File: src/rtl/mdio_pkg.sv
// Shared constants, FSM encoding and frame-assembly helper for the Clause-22 MDIO master.
package mdio_pkg;

  localparam logic [1:0] OP_WRITE = 2'b01;
  localparam logic [1:0] OP_READ  = 2'b10;
  localparam logic [1:0] ST       = 2'b01;
  localparam logic [1:0] TA_WRITE = 2'b10;

  localparam int PHYAD_W   = 5;
  localparam int REGAD_W   = 5;
  localparam int DATA_W    = 16;
  localparam int HDR_SLOTS = 14;
  localparam int TA_SLOTS  = 2;

  localparam logic [4:0] S_IDLE     = 5'b00001;
  localparam logic [4:0] S_PREAMBLE = 5'b00010;
  localparam logic [4:0] S_HEADER   = 5'b00100;
  localparam logic [4:0] S_TA       = 5'b01000;
  localparam logic [4:0] S_DATA     = 5'b10000;

  typedef struct packed {
    logic [1:0]         op;
    logic [PHYAD_W-1:0] phy;
    logic [REGAD_W-1:0] regad;
    logic [DATA_W-1:0]  data;
  } mdio_req_t;

  // Post-preamble 32 bits, MSB first; TA/DATA bits are ignored on reads.
  function automatic logic [31:0] build_frame(input mdio_req_t r);
    return {ST, r.op, r.phy, r.regad, TA_WRITE, r.data};
  endfunction

endpackage

File: src/rtl/mdio_master_if.sv
// Request/response bus between the PHY configuration sequencer and the MDIO master.
interface mdio_master_if;
  import mdio_pkg::*;

  logic [PHYAD_W-1:0] phy_add;
  logic [REGAD_W-1:0] reg_add;
  logic [DATA_W-1:0]  wr_data;
  logic               wren;
  logic               rden;
  logic               busy;
  logic [DATA_W-1:0]  rd_data;
  logic               rd_valid;
  logic               rd_err;

  modport master (output phy_add, reg_add, wr_data, wren, rden,
                  input  busy, rd_data, rd_valid, rd_err);
  modport slave  (input  phy_add, reg_add, wr_data, wren, rden,
                  output busy, rd_data, rd_valid, rd_err);
endinterface

File: src/rtl/mdio_master_mdc_gen.sv
// MDC divider: low then high for CLK_DIV cycles each, with strobes flagging the edge
// on which mdc will rise or fall. Held low with a cleared counter while disabled.
module mdc_gen #(
  parameter int CLK_DIV = 20
) (
  input  logic clk,
  input  logic rst,
  input  logic en_i,
  output logic mdc_o,
  output logic fall_tick_o,
  output logic rise_tick_o
);

  localparam int CW = (CLK_DIV > 1) ? $clog2(CLK_DIV) : 1;

  logic [CW-1:0] cnt_q, cnt_d;
  logic          mdc_q, mdc_d;
  logic          wrap_s;

  assign wrap_s      = (cnt_q == CW'(CLK_DIV - 1));
  assign rise_tick_o = en_i & wrap_s & ~mdc_q;
  assign fall_tick_o = en_i & wrap_s & mdc_q;
  assign mdc_o       = mdc_q;

  always_comb begin
    cnt_d = cnt_q;
    mdc_d = mdc_q;
    if (!en_i) begin
      cnt_d = '0;
      mdc_d = 1'b0;
    end else if (wrap_s) begin
      cnt_d = '0;
      mdc_d = ~mdc_q;
    end else begin
      cnt_d = cnt_q + CW'(1);
      mdc_d = mdc_q;
    end
  end

  always_ff @(posedge clk) begin
    if (rst) begin
      cnt_q <= '0;
      mdc_q <= 1'b0;
    end else begin
      cnt_q <= cnt_d;
      mdc_q <= mdc_d;
    end
  end

endmodule

File: src/rtl/mdio_master.sv
// Clause-22 MDIO master: serialises single-cycle write/read requests onto MDC/MDIO
// and returns read data with a turnaround error flag.
module mdio_master
  import mdio_pkg::*;
#(
  parameter int CLK_DIV      = 20,
  parameter int PREAMBLE_LEN = 32
) (
  input  logic                clk,
  input  logic                rst,
  mdio_master_if.slave        bus,
  output logic                mdc,
  output logic                mdio_o,
  output logic                mdio_oe,
  input  logic                mdio_i
);

  logic [4:0]        state_q, state_d;
  logic [5:0]        bit_q, bit_d;
  logic              busy_q, busy_d;
  logic [31:0]       tx_q, tx_d;
  logic              op_wr_q, op_wr_d;
  logic [DATA_W-1:0] rx_q, rx_d;
  logic              ta_err_q, ta_err_d;
  logic [DATA_W-1:0] rd_data_q, rd_data_d;
  logic              rd_valid_q, rd_valid_d;
  logic              rd_err_q, rd_err_d;
  logic              mdio_o_q, mdio_o_d;
  logic              mdio_oe_q, mdio_oe_d;

  logic              fall_tick_s, rise_tick_s, req_s;
  mdio_req_t         req_fields_s;
  logic [31:0]       frame_s, tx_shift_s;
  logic              rel_bit_s;

  mdc_gen #(.CLK_DIV(CLK_DIV)) u_mdc_gen (
    .clk         (clk),
    .rst         (rst),
    .en_i        (busy_q),
    .mdc_o       (mdc),
    .fall_tick_o (fall_tick_s),
    .rise_tick_o (rise_tick_s)
  );

  // A simultaneous wren/rden resolves to a write.
  assign req_s              = bus.wren | bus.rden;
  assign req_fields_s.op    = bus.wren ? OP_WRITE : OP_READ;
  assign req_fields_s.phy   = bus.phy_add;
  assign req_fields_s.regad = bus.reg_add;
  assign req_fields_s.data  = bus.wr_data;
  assign frame_s            = build_frame(req_fields_s);
  assign tx_shift_s         = {tx_q[30:0], 1'b0};
  // Reads keep mdio_o idle-high once the bus is released.
  assign rel_bit_s          = op_wr_q ? tx_q[31] : 1'b1;

  assign bus.busy     = busy_q;
  assign bus.rd_data  = rd_data_q;
  assign bus.rd_valid = rd_valid_q;
  assign bus.rd_err   = rd_err_q;
  assign mdio_o       = mdio_o_q;
  assign mdio_oe      = mdio_oe_q;

  always_comb begin
    state_d    = state_q;
    bit_d      = bit_q;
    busy_d     = busy_q;
    tx_d       = tx_q;
    op_wr_d    = op_wr_q;
    rx_d       = rx_q;
    ta_err_d   = ta_err_q;
    rd_data_d  = rd_data_q;
    rd_valid_d = 1'b0;
    rd_err_d   = rd_err_q;
    mdio_o_d   = mdio_o_q;
    mdio_oe_d  = mdio_oe_q;

    // PHY-driven bits are sampled on the rising MDC edge.
    if (rise_tick_s) begin
      if (state_q == S_DATA) begin
        rx_d = {rx_q[DATA_W-2:0], mdio_i};
      end else if ((state_q == S_TA) && (bit_q == 6'd1)) begin
        ta_err_d = mdio_i;
      end else begin
        rx_d = rx_q;
      end
    end else begin
      rx_d = rx_q;
    end

    case (state_q)
      S_IDLE: begin
        if (req_s) begin
          busy_d    = 1'b1;
          bit_d     = 6'd0;
          op_wr_d   = bus.wren;
          ta_err_d  = 1'b0;
          mdio_oe_d = 1'b1;
          if (PREAMBLE_LEN == 0) begin
            state_d  = S_HEADER;
            mdio_o_d = frame_s[31];
            tx_d     = {frame_s[30:0], 1'b0};
          end else begin
            state_d  = S_PREAMBLE;
            mdio_o_d = 1'b1;
            tx_d     = frame_s;
          end
        end else begin
          mdio_o_d  = 1'b1;
          mdio_oe_d = 1'b0;
        end
      end
      S_PREAMBLE: begin
        if (fall_tick_s) begin
          if (bit_q == 6'(PREAMBLE_LEN - 1)) begin
            state_d  = S_HEADER;
            bit_d    = 6'd0;
            mdio_o_d = tx_q[31];
            tx_d     = tx_shift_s;
          end else begin
            bit_d    = bit_q + 6'd1;
            mdio_o_d = 1'b1;
          end
        end else begin
          state_d = state_q;
        end
      end
      S_HEADER: begin
        if (fall_tick_s) begin
          tx_d = tx_shift_s;
          if (bit_q == 6'(HDR_SLOTS - 1)) begin
            state_d   = S_TA;
            bit_d     = 6'd0;
            mdio_oe_d = op_wr_q;
            mdio_o_d  = rel_bit_s;
          end else begin
            bit_d    = bit_q + 6'd1;
            mdio_o_d = tx_q[31];
          end
        end else begin
          state_d = state_q;
        end
      end
      S_TA: begin
        if (fall_tick_s) begin
          tx_d     = tx_shift_s;
          mdio_o_d = rel_bit_s;
          if (bit_q == 6'(TA_SLOTS - 1)) begin
            state_d = S_DATA;
            bit_d   = 6'd0;
          end else begin
            bit_d = bit_q + 6'd1;
          end
        end else begin
          state_d = state_q;
        end
      end
      S_DATA: begin
        if (fall_tick_s) begin
          if (bit_q == 6'(DATA_W - 1)) begin
            state_d   = S_IDLE;
            busy_d    = 1'b0;
            bit_d     = 6'd0;
            mdio_o_d  = 1'b1;
            mdio_oe_d = 1'b0;
            if (!op_wr_q) begin
              rd_data_d  = rx_q;
              rd_valid_d = 1'b1;
              rd_err_d   = ta_err_q;
            end else begin
              rd_data_d = rd_data_q;
            end
          end else begin
            tx_d     = tx_shift_s;
            mdio_o_d = rel_bit_s;
            bit_d    = bit_q + 6'd1;
          end
        end else begin
          state_d = state_q;
        end
      end
      default: begin
        state_d   = S_IDLE;
        busy_d    = 1'b0;
        bit_d     = 6'd0;
        mdio_o_d  = 1'b1;
        mdio_oe_d = 1'b0;
      end
    endcase
  end

  // Synchronous reset aborts any frame on the same edge.
  always_ff @(posedge clk) begin
    if (rst) begin
      state_q    <= S_IDLE;
      bit_q      <= 6'd0;
      busy_q     <= 1'b0;
      tx_q       <= 32'd0;
      op_wr_q    <= 1'b0;
      rx_q       <= 16'd0;
      ta_err_q   <= 1'b0;
      rd_data_q  <= 16'd0;
      rd_valid_q <= 1'b0;
      rd_err_q   <= 1'b0;
      mdio_o_q   <= 1'b1;
      mdio_oe_q  <= 1'b0;
    end else begin
      state_q    <= state_d;
      bit_q      <= bit_d;
      busy_q     <= busy_d;
      tx_q       <= tx_d;
      op_wr_q    <= op_wr_d;
      rx_q       <= rx_d;
      ta_err_q   <= ta_err_d;
      rd_data_q  <= rd_data_d;
      rd_valid_q <= rd_valid_d;
      rd_err_q   <= rd_err_d;
      mdio_o_q   <= mdio_o_d;
      mdio_oe_q  <= mdio_oe_d;
    end
  end

endmodule

File: src/flat_wrapper.sv
// flat-port wrapper written by rule: the top's interface ports become plain ports
module mdio_master_flat import mdio_pkg::*;
#(
  parameter int CLK_DIV      = 20,
  parameter int PREAMBLE_LEN = 32
)
  (clk, rst, mdc, mdio_o, mdio_oe, mdio_i, bus_phy_add, bus_reg_add, bus_wr_data, bus_wren, bus_rden, bus_busy, bus_rd_data, bus_rd_valid, bus_rd_err);
  mdio_master_if bus_i ();
  input  logic clk;
  input  logic rst;
  output logic mdc;
  output logic mdio_o;
  output logic mdio_oe;
  input  logic mdio_i;
  input wire logic [$bits(bus_i.phy_add)-1:0] bus_phy_add;
  input wire logic [$bits(bus_i.reg_add)-1:0] bus_reg_add;
  input wire logic [$bits(bus_i.wr_data)-1:0] bus_wr_data;
  input wire logic [$bits(bus_i.wren)-1:0] bus_wren;
  input wire logic [$bits(bus_i.rden)-1:0] bus_rden;
  output wire logic [$bits(bus_i.busy)-1:0] bus_busy;
  output wire logic [$bits(bus_i.rd_data)-1:0] bus_rd_data;
  output wire logic [$bits(bus_i.rd_valid)-1:0] bus_rd_valid;
  output wire logic [$bits(bus_i.rd_err)-1:0] bus_rd_err;
  assign bus_i.phy_add = bus_phy_add;
  assign bus_i.reg_add = bus_reg_add;
  assign bus_i.wr_data = bus_wr_data;
  assign bus_i.wren = bus_wren;
  assign bus_i.rden = bus_rden;
  assign bus_busy = bus_i.busy;
  assign bus_rd_data = bus_i.rd_data;
  assign bus_rd_valid = bus_i.rd_valid;
  assign bus_rd_err = bus_i.rd_err;
  mdio_master #(.CLK_DIV(CLK_DIV), .PREAMBLE_LEN(PREAMBLE_LEN)) u_core (.clk(clk), .rst(rst), .bus(bus_i), .mdc(mdc), .mdio_o(mdio_o), .mdio_oe(mdio_oe), .mdio_i(mdio_i));
endmodule
File: config.mk
export PLATFORM = sky130hd
export DESIGN_NAME = mdio_master_flat
export DESIGN_NICKNAME = d
export VERILOG_FILES = /design/src/rtl/mdio_pkg.sv /design/src/rtl/mdio_master_if.sv /design/src/rtl/mdio_master_mdc_gen.sv /design/src/rtl/mdio_master.sv /design/src/flat_wrapper.sv
export SDC_FILE = /design/constraint.sdc
export NUM_CORES = 1
export LEC_CHECK = 0
export ABC_CLOCK_PERIOD_IN_PS = 3480
export CAP_MARGIN = 10
export CORE_UTILIZATION = 25
export CTS_BUF_LIST = sky130_fd_sc_hd__clkbuf_2
export DETAILED_ROUTE_END_ITERATION = 8
export GPL_TIMING_DRIVEN = 1
export PLACE_DENSITY = 0.42
export RECOVER_POWER = 100
export SLEW_MARGIN = 25
export SYNTH_ARGS = -nofsm -noshare
export SYNTH_HDL_FRONTEND = slang
export SYNTH_SLANG_ARGS = --single-unit
File: constraint.sdc
create_clock -name clk -period 3.48 [get_ports clk]
set_input_delay 0.522 -clock clk [delete_from_list [all_inputs] [get_ports clk]]
set_output_delay 0.522 -clock clk [all_outputs]
set_load 0.01 [all_outputs]
==> flow_summary.ini <==
[clock_network]
htreeDepth = 3
cts_sinks = 88
hold_buffers = 0
clock_path_buffers = 2
clk_latency_ps = 590
cts-root-buf = clkbuf_2
postCtsResizedCells = 0
path_clk_slew_ps = 260
cts_tree = built
post-cts-setup-buffer-count = 0
cts_buffers = 9

[sta]
finClkSkew_ps = 39.6
setup_violations = 0
setup_ws_ps = 666
clock.fmax_mhz = 355
tightestPinTransition_ps = 1890
hold_viol = 0
slew_headroom_pct = -26.2
fin_crit_sh_pct = 80.9
timing.setup.tns_ps = 0
period_needed_ps = 2810
rsz0062_at_grt = false
slew_violations = 41

[die]
die_area_mm2 = 0.0171
design.core.area_mm2 = 0.0160
rows = 46
die_h_um = 131
die_w_um = 131
start_util_pct = 25.9
ios = 53

[global_routing]
grt_overflow = 0
antenna_found_initial = 0
grt_pass1_wl_um = 18200
grt_start_max_net_pins = 41
grt_pass1_vias = 3563
track_usage_pct = 13.9

[yosys]
synthesis.area_mm2 = 0.00414
ys_ff_latch = 88
async_reset_ff_share_pct = 0
yosysUniqueCellTypes = 64
avgSynthCellArea_um2 = 8.82
synth_nets = 503
ys.flop_type = dfxtp_1
seq_area_frac_synth_pct = 42.6
yosys.area.top_type_share_pct = 42.6
synth_edf_count = 0
yosys.area.top_type = dfxtp_1
synth_warnings = 0
ys_top_cells_by_area = dfxtp_1, nand2_1, a311oi_1
postSynthCellCount = 469

[detailed_routing]
dr.pass1.iters = 5
via_per_inst = 4.99
first_iter_violations = 152
vias = 3603
drcViolationCount = 0
wl_um = 11200
antenna_left = 0
post_drt_wl_per_cell_um = 15.5

[layout]
diodes = 0
final_common_cell = nand2_1
multi_input_area_mm2 = 0.00209
drive_gt1_share_pct = 7.31
most-common-layout-cells = nand2_1, dfxtp_1, a31oi_1
seqCellArea_mm2 = 0.00176
final_nets = 535
area_growth_pct = 16.1
n_fill_cell = 1780

[place]
routabilityCongestion = 0.877
pre_cts_ws_ps = 422
dp_hpwl_um = 7150
numPortBuffers = 52

[pwr]
ir_drop_mv = 0.196
p_leak_uw = 0.00165
powerDensity_mw_per_mm2 = 470

[job]
maxCapViolCount = 1

[run_status]
status = finished, violations left
violations = capacitance limit, slew limit

[critical_path]
critical_path_arrival_ps = 3250
worstSetupPathType = in -> reg
crit_slowest_cell = clkbuf_1
crit_fanout = 40
path_cells = clkbuf_1, inv_1, nand2_1, o32ai_1
end_kind = register
start_kind = primary input
worstPathRequired_ps = 3920
cpPeakStageDelay_ps = 1330

[hold_path]
hold_class = reg -> reg
==> report_power, final <==
part,internal (uW),leakage [uW],switching (uW)
clock network,91.5,0.0000530,362
registers,1130,0.000718,82.1
logic,245,0.000877,343
total,1470,0.00165,787
==> layout make-up <==
class | instances | area share, %
multi-input combinational | 335 | 43.4
inverter | 5 | 0.391
clock inverter | 6 | 0.756
sequential | 88 | 36.7
tap | 216 | 5.63
clock buffer | 10 | 1.04
timing repair buffer | 62 | 12.1
==> per-stage QoR <==
step / cell area (um^2) / std cells / power (uW) / utilization, % / hold WS (ps)
floorplan: 4140 / 469 / 1710 / - / 432
global placement: 4750 / 706 / 1830 / 29.7 / 441
detailed placement: 4750 / 706 / 1840 / 29.7 / 450
CTS: 4840 / 722 / 2310 / 30.2 / 400
global route: 4800 / 722 / 2400 / 30.0 / 407
finish: 4800 / 722 / 2250 / 30.0 / 454
==> sequential cells by signal, indices dropped and copies added, names as in the netlist, 5 cells and up <==
signal	flops
u_core.bit_q	6
u_core.bus.rd_data	16
u_core.rx_q	16
u_core.state_q	5
u_core.tx_q	32
u_core.u_mdc_gen.cnt_q	5
==> cells by family (layout without fill, tap and decap cells) <==
kind of cell	Yosys count	in the layout	synth area share (%)
compound gates	122	122	22.0
mux	20	20	4.84
xor+xnor	5	5	1.06
simple gates	185	185	21.8
flops	88	88	42.6
fa+ha+maj	3	3	0.907
buf+inv	46	83	6.74
==> layer usage <==
| metal | GRT usage (%) | routed length (um) | vias up |
|---|---|---|---|
| li1 | - | - | 1785 |
| met1 | 17.1 | 5130 | 1700 |
| met2 | 23.2 | 5040 | 106 |
| met3 | 4.40 | 807 | 12 |
| met4 | 3.72 | 192 | 0 |
| met5 | 0 | 0 | - |
==> final timing paths <==
check / from / endpoint / slack (ps) / cells after the start
min: u_core.tx_q[6] / u_core.tx_q[7] / 450 / 2
max reg2reg: u_core.u_mdc_gen.cnt_q[0] / u_core.tx_q[4] / 670 / 7
max: rst / u_core.bus.busy / 670 / 4
min reg2reg: u_core.tx_q[6] / u_core.tx_q[7] / 450 / 2
==> synth_stat cells, types with 6 or more instances <==
cell type	count
clkbuf_1	13
nand3_1	13
buf_6	9
nand2_1	91
a31oi_1	30
mux2i_1	20
nor3_1	8
dfxtp_1	88
buf_2	13
a21oi_1	25
buf_4	6
a311oi_1	24
nor2_1	29
o21ai_0	8
==> critical path, delay by kind of cell <==
family                 cells  cell delay [ps]
AOI/OAI and AO/OA          1              130
and+or+nand+nor            1              480
buffers and inverters      2             2100
Power figures use the tool's default switching activity.
